**src/rtl/loader_pkg.sv**
```systemverilog
`default_nettype none
// ============================================================================
// Package     : loader_pkg
// Description : Shared types and defaults for the UART boot loader: FSM state
//               encoding, default frame start byte, frame field byte counts
//               and default load window (base address / depth).
// Revision    : 1.0 - initial release
// ============================================================================
package loader_pkg;

   // Loader FSM states, explicit 3-bit encoding
   typedef enum logic [2:0] {
      ST_IDLE = 3'd0,
      ST_LEN0 = 3'd1,
      ST_LEN1 = 3'd2,
      ST_DATA = 3'd3,
      ST_CSUM = 3'd4,
      ST_DONE = 3'd5
   } state_t;

   localparam logic [7:0]  c_magic_default       = 8'hA5;
   localparam int          c_len_bytes           = 2;
   localparam int          c_csum_bytes          = 1;
   localparam int          c_len_width           = 8 * c_len_bytes;
   localparam logic [31:0] c_base_addr_default   = 32'h0000_0000;
   localparam int          c_depth_words_default = 64;

endpackage
`default_nettype wire

```
**src/rtl/ld_timeout.sv**
```systemverilog
`default_nettype none
// ============================================================================
// Module      : ld_timeout
// Description : Loadable down-counter used as the inter-byte watchdog.
//               clr reloads LOAD_VAL, en decrements, expired flags zero.
// Ports       : clk     - system clock
//               reset   - asynchronous active-low reset
//               clr     - reload counter to LOAD_VAL
//               en      - count down one step
//               expired - counter has reached zero
// Revision    : 1.0 - initial release
// ============================================================================
module ld_timeout #(
   parameter int               WIDTH    = 32,
   parameter logic [WIDTH-1:0] LOAD_VAL = '1
) (
   input  logic clk,
   input  logic reset,
   input  logic clr,
   input  logic en,
   output logic expired
);

   logic [WIDTH-1:0] r_cnt;

   always_ff @(posedge clk or negedge reset) begin
      if (!reset) begin
         r_cnt <= '0;
      end else if (clr) begin
         r_cnt <= LOAD_VAL;
      end else if (en && (r_cnt != '0)) begin
         r_cnt <= r_cnt - WIDTH'(1);
      end
   end

   assign expired = (r_cnt == '0);

endmodule
`default_nettype wire

```
**src/rtl/uart_boot_loader.sv**
```systemverilog
`default_nettype none
// ============================================================================
// Module      : uart_boot_loader
// Description : Holds the CPU while a framed program image is pulled from the
//               UART RX FIFO and written word by word into data RAM. Frame:
//               MAGIC, LEN_LO, LEN_HI, N*4 payload bytes, CSUM (XOR of
//               payload). On a good checksum the RAM/UART ports are handed
//               back to the CPU; reload re-arms the loader at any time.
// Ports       : clk, reset (async active-low), reload
//               rx_empty, r_data             - UART RX FIFO head
//               cpu_rd_uart, cpu_we,
//               cpu_addr, cpu_wdata          - CPU side requests
//               uart_rd, ram_we,
//               ram_addr, ram_wdata          - muxed RAM/UART controls
//               cpu_hold, load_done, load_err - status
// Revision    : 1.0 - initial release
// ============================================================================
module uart_boot_loader
   import loader_pkg::*;
#(
   parameter logic [31:0] BASE_ADDR   = c_base_addr_default,
   parameter int          DEPTH_WORDS = c_depth_words_default,
   parameter int          TIMEOUT     = 50000,
   parameter logic [7:0]  MAGIC       = c_magic_default
) (
   input  logic        clk,
   input  logic        reset,
   input  logic        reload,
   input  logic        rx_empty,
   input  logic [7:0]  r_data,
   input  logic        cpu_rd_uart,
   input  logic        cpu_we,
   input  logic [31:0] cpu_addr,
   input  logic [31:0] cpu_wdata,
   output logic        uart_rd,
   output logic        ram_we,
   output logic [31:0] ram_addr,
   output logic [31:0] ram_wdata,
   output logic        cpu_hold,
   output logic        load_done,
   output logic        load_err
);

   state_t                 r_state, w_state_nxt;
   logic                   r_pend, r_hold, r_done, r_err, r_we;
   logic [31:0]            r_waddr, r_wdata;
   logic [c_len_width-1:0] r_len, r_idx;
   logic [1:0]             r_bcnt;
   logic [23:0]            r_pack;
   logic [7:0]             r_csum;
   logic                   w_accept, w_in_frame, w_tmo_clr, w_tmo_expired;
   logic                   w_err_evt, w_done_evt;
   logic [c_len_width-1:0] w_len_rx;

   // Reset gating keeps the pop strobe low while reset is held even with
   // data waiting in the FIFO.
   assign w_accept   = reset && (r_state != ST_DONE) && !rx_empty && !r_pend && !reload;
   assign w_in_frame = (r_state == ST_LEN0) || (r_state == ST_LEN1) ||
                       (r_state == ST_DATA) || (r_state == ST_CSUM);
   assign w_len_rx   = {r_data, r_len[7:0]};
   assign w_tmo_clr  = reload || w_accept || !w_in_frame;

   ld_timeout #(
      .WIDTH    (32),
      .LOAD_VAL (32'(TIMEOUT - 1))
   ) u_timeout (
      .clk     (clk),
      .reset   (reset),
      .clr     (w_tmo_clr),
      .en      (w_in_frame),
      .expired (w_tmo_expired)
   );

   // ---------------- state register ----------------
   always_ff @(posedge clk or negedge reset) begin
      if (!reset) r_state <= ST_IDLE;
      else        r_state <= w_state_nxt;
   end

   // ---------------- next-state logic ----------------
   always_comb begin
      w_state_nxt = r_state;
      w_err_evt   = 1'b0;
      w_done_evt  = 1'b0;
      if (reload) begin
         w_state_nxt = ST_IDLE;
      end else if (w_accept) begin
         case (r_state)
            ST_IDLE: if (r_data == MAGIC) w_state_nxt = ST_LEN0;
            ST_LEN0: w_state_nxt = ST_LEN1;
            ST_LEN1: begin
               if (32'(w_len_rx) > 32'(DEPTH_WORDS)) w_err_evt   = 1'b1;
               else if (w_len_rx == '0)              w_state_nxt = ST_CSUM;
               else                                  w_state_nxt = ST_DATA;
            end
            ST_DATA: begin
               if ((r_bcnt == 2'd3) && ((32'(r_idx) + 32'd1) == 32'(r_len)))
                  w_state_nxt = ST_CSUM;
            end
            ST_CSUM: begin
               if (r_data == r_csum) begin
                  w_state_nxt = ST_DONE;
                  w_done_evt  = 1'b1;
               end else begin
                  w_err_evt = 1'b1;
               end
            end
            default: ;
         endcase
      end else if (w_in_frame && w_tmo_expired) begin
         w_err_evt = 1'b1;
      end
      if (w_err_evt) w_state_nxt = ST_IDLE;
   end

   // ---------------- datapath: packer, checksum, write port ----------------
   always_ff @(posedge clk or negedge reset) begin
      if (!reset) begin
         r_pend  <= 1'b0;
         r_hold  <= 1'b1;
         r_done  <= 1'b0;
         r_err   <= 1'b0;
         r_we    <= 1'b0;
         r_waddr <= '0;
         r_wdata <= '0;
         r_len   <= '0;
         r_idx   <= '0;
         r_bcnt  <= '0;
         r_pack  <= '0;
         r_csum  <= '0;
      end else begin
         r_we   <= 1'b0;
         r_pend <= w_accept;
         if (reload) begin
            r_hold <= 1'b1;
            r_done <= 1'b0;
         end else begin
            if (w_err_evt) begin
               r_err <= 1'b1;
               r_idx <= '0;
            end
            if (w_done_evt) begin
               r_done <= 1'b1;
               r_hold <= 1'b0;
            end
            if (w_accept) begin
               case (r_state)
                  ST_IDLE: begin
                     if (r_data == MAGIC) begin
                        r_err  <= 1'b0;
                        r_csum <= '0;
                        r_idx  <= '0;
                        r_bcnt <= '0;
                     end
                  end
                  ST_LEN0: r_len[7:0] <= r_data;
                  ST_LEN1: begin
                     r_len[15:8] <= r_data;
                     r_bcnt      <= '0;
                  end
                  ST_DATA: begin
                     // Little-endian: first byte ends up in the low lane.
                     r_pack <= {r_data, r_pack[23:8]};
                     r_csum <= r_csum ^ r_data;
                     r_bcnt <= r_bcnt + 2'd1;
                     if (r_bcnt == 2'd3) begin
                        r_we    <= 1'b1;
                        r_waddr <= BASE_ADDR + (32'(r_idx) << 2);
                        r_wdata <= {r_data, r_pack};
                        r_idx   <= r_idx + c_len_width'(1);
                     end
                  end
                  default: ;
               endcase
            end
         end
      end
   end

   // ---------------- output / port mux ----------------
   always_comb begin
      cpu_hold  = r_hold;
      load_done = r_done;
      load_err  = r_err;
      if (r_hold) begin
         uart_rd   = w_accept;
         ram_we    = r_we;
         ram_addr  = r_waddr;
         ram_wdata = r_wdata;
      end else begin
         uart_rd   = cpu_rd_uart;
         ram_we    = cpu_we;
         ram_addr  = cpu_addr;
         ram_wdata = cpu_wdata;
      end
   end

endmodule
`default_nettype wire

```
**config.mk**
```make
export PLATFORM = sky130hd
export DESIGN_NAME = uart_boot_loader
export DESIGN_NICKNAME = d
export VERILOG_FILES = /design/src/rtl/loader_pkg.sv /design/src/rtl/ld_timeout.sv /design/src/rtl/uart_boot_loader.sv
export SDC_FILE = /design/constraint.sdc
export NUM_CORES = 1
export LEC_CHECK = 0
export CAP_MARGIN = 30
export CORE_MARGIN = 1
export CORE_UTILIZATION = 40
export CTS_CLUSTER_DIAMETER = 30
export DETAILED_ROUTE_END_ITERATION = 16
export DONT_BUFFER_PORTS = 1
export HOLD_SLACK_MARGIN = 0.02
export PLACE_DENSITY = 0.59
export SETUP_SLACK_MARGIN = 0.1
export SLEW_MARGIN = 0
export SYNTH_ARGS = -nofsm -noshare
export SYNTH_HDL_FRONTEND = slang
export SYNTH_SLANG_ARGS = --single-unit
```
**constraint.sdc**
```tcl
create_clock -name clk -period 3.7 [get_ports clk]
set_input_delay 0.555 -clock clk [delete_from_list [all_inputs] [get_ports clk]]
set_output_delay 0.555 -clock clk [all_outputs]
set_load 0.1 [all_outputs]
```
==> flow_summary.toml <==
[outcome]
status = "finished, violations left"
violations = "negative hold slack"

[logic_synthesis]
synth_area_sq_um = 8260
synth-seq-area-share_pct = 46.67
synthesis.area_per_instance_sq_um = 9.506
yosys_register_bits = 154
yosys_warnings = 0
synth.distinct_cells = 62
netlist_instances = 869
synthFlopType = "sky130_fd_sc_hd__dfrtp_1"
async_reset_ff_share_pct = 100.0
synthesis.nets = 951
synth-edff-count = 0

[finish]
layout_overhead_on_the_synthesized_area_pct = 13.25
most_frequent_standard_cell_in_the_layout_excluding_fill_and_tap_cells = "sky130_fd_sc_hd__nand2_1"
nets = 949
drive_gt1_share_pct = 21.25
most_frequent_cells_in_the_layout = "sky130_fd_sc_hd__nand2_1 (187), sky130_fd_sc_hd__dfrtp_1 (153), sky130_fd_sc_hd__mux2_2 (88), sky130_fd_sc_hd__nor2_1 (52), sky130_fd_sc_hd__o21ai_0 (39)"

[critical_path]
ff2ff_path_depth = 8
endpoint_kind = "register"
critical_path.reg2reg.endpoint = "r_state[1]"
start_kind = "register"
timing.reg2reg.setup_slack_ns = 0.56
worst_path_max_fanout = 9
worst-endpoint-required_ns = 4.02
worst_ep_arrival_time_ns = 3.46
critical_path.startpoint = "r_idx[0]"
setup.worst_path.class = "reg2reg"
cp-endpoint = "r_state[1]"
critical_path.reg2reg.startpoint = "r_idx[0]"

[sta]
final_max_slew_viol_count = 0
worstMarginPinSlew_ns = 0.9937
timing.final.crit_share_pct = 84.84
setup_total_negative_slack_ns = 0
final-setup-viol-count = 0
timing.slew.headroom_pct = 33.75
rsz0062_at_grt = "no"
fin_worst_hold_slack_ns = -0.1625
fmax_mhz = 318.6
timing.final.hold_violations = 153
final.min_clock_period_ns = 3.139
worst_skew_ns = 0.01110

[die]
initial_utilization_pct = 40.82
coreArea_sq_um = 20230
die_w_um = 145.7
die_area_sq_um = 21230
std_cell_rows = 52
pin_count = 147
chipHeight_um = 145.7

[global_routing]
first_global_vias = 5930
grt_start_max_net_pins = 156
grt_first_pass_wirelength_um = 32170
antenna_found_initial = 0
globalRoute.totalOverflow = 0
gr_usage_total_pct = 19.05

[placed_design]
routabilityCongestion = 0.8828
portBuffers = 0
place_hpwl_um = 13200

[clock_network]
numCtsBuffers = 17
clk_latency_ns = 0.43
cts_setup_buffers = 0
tritoncts_num_sinks = 154
clk_root_buffer_cell = "sky130_fd_sc_hd__clkbuf_16"
cts_resized = 0
cts_tree = "built"
clk_path_buf_depth = 2
clkSlewWorstSetupHoldPaths_ns = 0.07
clock_tree.htree_level_count = 4

[power_and_ir_drop]
power.leakage_nw = 4.178
p_total_mw = 3.445
worst_vdd_drop_uv = 304.8
power_per_cell_area_nw_per_um2 = 368.3

[route]
drt_iter0_drc = 426
drc_errors = 0
detail_route.first_pass.iterations = 5
detailroute.via_count = 6338
drtAntennaViolNets = 0
viasPerCell = 5.507
finalWirelength_um = 19610
wl_per_cell_um = 17.04

[hold_path]
worst_hold_path_type = "in2async"

[run]
cap_viol_max_count = 0
==> final cells by class <==
cell class,count,area (sq um)
inverter,15,56.30
tap,270,337.8
timing repair buffer,30,337.8
sequential,154,3859
clock buffer,17,425.4
multi-input combinational,649,4182
antenna,1,2.502
clock inverter,15,155.1
fill,1905,10880
==> synth_stat cells, drive strengths merged (13+ instances only) <==
cell,count,area share [%]
xnor2,35,3.7
clkbuf,33,1.5
nor2,52,2.4
a21oi,24,1.6
or4,13,1.3
nand4,17,1.3
xor2,21,2.2
mux2,88,12
nand2,187,8.5
inv,15,0.68
dfrtp,153,46
nor3,24,1.5
buf,18,1.0
o21ai,53,3.3
nor2b,19,1.4
nor4,20,1.7
==> metrics by stage <==
stage | instance area [sq um] | cells | utilization [%] | worst slack (ns)
3_5_place_dp | 8772 | 1118 | 43.35 | 0.6016
2_1_floorplan | 8260 | 869 | - | 0.7406
4_1_cts | 9353 | 1150 | 46.22 | 0.5745
6_report | 9355 | 1151 | 46.23 | 0.5609
5_1_grt | 9353 | 1150 | 46.22 | 0.4283
3_3_place_gp | 8547 | 1103 | 42.24 | 0.7656
==> layer usage <==
metal | track usage (%) | part of all wire, % | vias up
met4 | 6.474 | 2.0 | 0
met1 | 26.55 | 47 | 3118
met5 | 0 | 0 | -
met3 | 3.636 | 4.8 | 27
met2 | 29.71 | 46 | 185
li1 | - | - | 3008
==> worst min-delay path by stage <==
| stage | cells after the start | start | to | slack, ns |
|---|---|---|---|---|
| after floorplan | 0 | reset | load_done | 0.26 |
| after global placement | 0 | reset | r_wdata[20] | 0.27 |
| after detailed placement | 0 | reset | r_wdata[20] | 0.27 |
| after CTS | 0 | reset | r_wdata[13] | -0.18 |
| after global routing | 0 | reset | r_wdata[12] | -0.18 |
| final | 0 | reset | r_wdata[20] | -0.16 |
==> registers in the layout, indices dropped and copies added, names as in the netlist <==
register / flops
load_err: 1
r_pack: 24
cpu_hold: 1
r_bcnt: 2
r_state: 3
u_timeout.r_cnt: 32
r_waddr: 16
load_done: 1
r_len: 16
r_idx: 16
r_wdata: 32
r_we: 1
r_pend: 1
r_csum: 8
==> where the power goes <==
| group | total, mW | leakage, nW | switching (mW) | internal [mW] |
|---|---|---|---|---|
| Clock | 1.71 | 0.276 | 0.766 | 0.949 |
| Sequential | 1.69 | 2.10 | 0.00792 | 1.69 |
| Combinational | 0.0375 | 1.81 | 0.0202 | 0.0173 |
==> kinds of logic (layout without fill, tap and decap cells) <==
family	count (synthesis)	count (layout)	share of synthesized area, %
compound gates	115	115	9.210
xor+xnor	56	56	5.938
buf+inv	66	77	3.196
fa+ha+maj	4	4	0.6059
other cells	0	1	0
mux	89	89	12.12
simple gates	385	385	22.27
flops	154	154	46.67
==> critical path: stages (launching register included) <==
cell                       delay, ns
sky130_fd_sc_hd__dfrtp_1        0.49
sky130_fd_sc_hd__ha_1           0.35
sky130_fd_sc_hd__nand3_1        0.29
sky130_fd_sc_hd__or4_1          0.63
sky130_fd_sc_hd__nor3b_1        0.18
sky130_fd_sc_hd__nor4_1         0.27
sky130_fd_sc_hd__nand4_1        0.13
sky130_fd_sc_hd__a2111o_1       0.46
sky130_fd_sc_hd__a31o_1         0.24
Note: power is estimated with default switching activity, not from simulation.
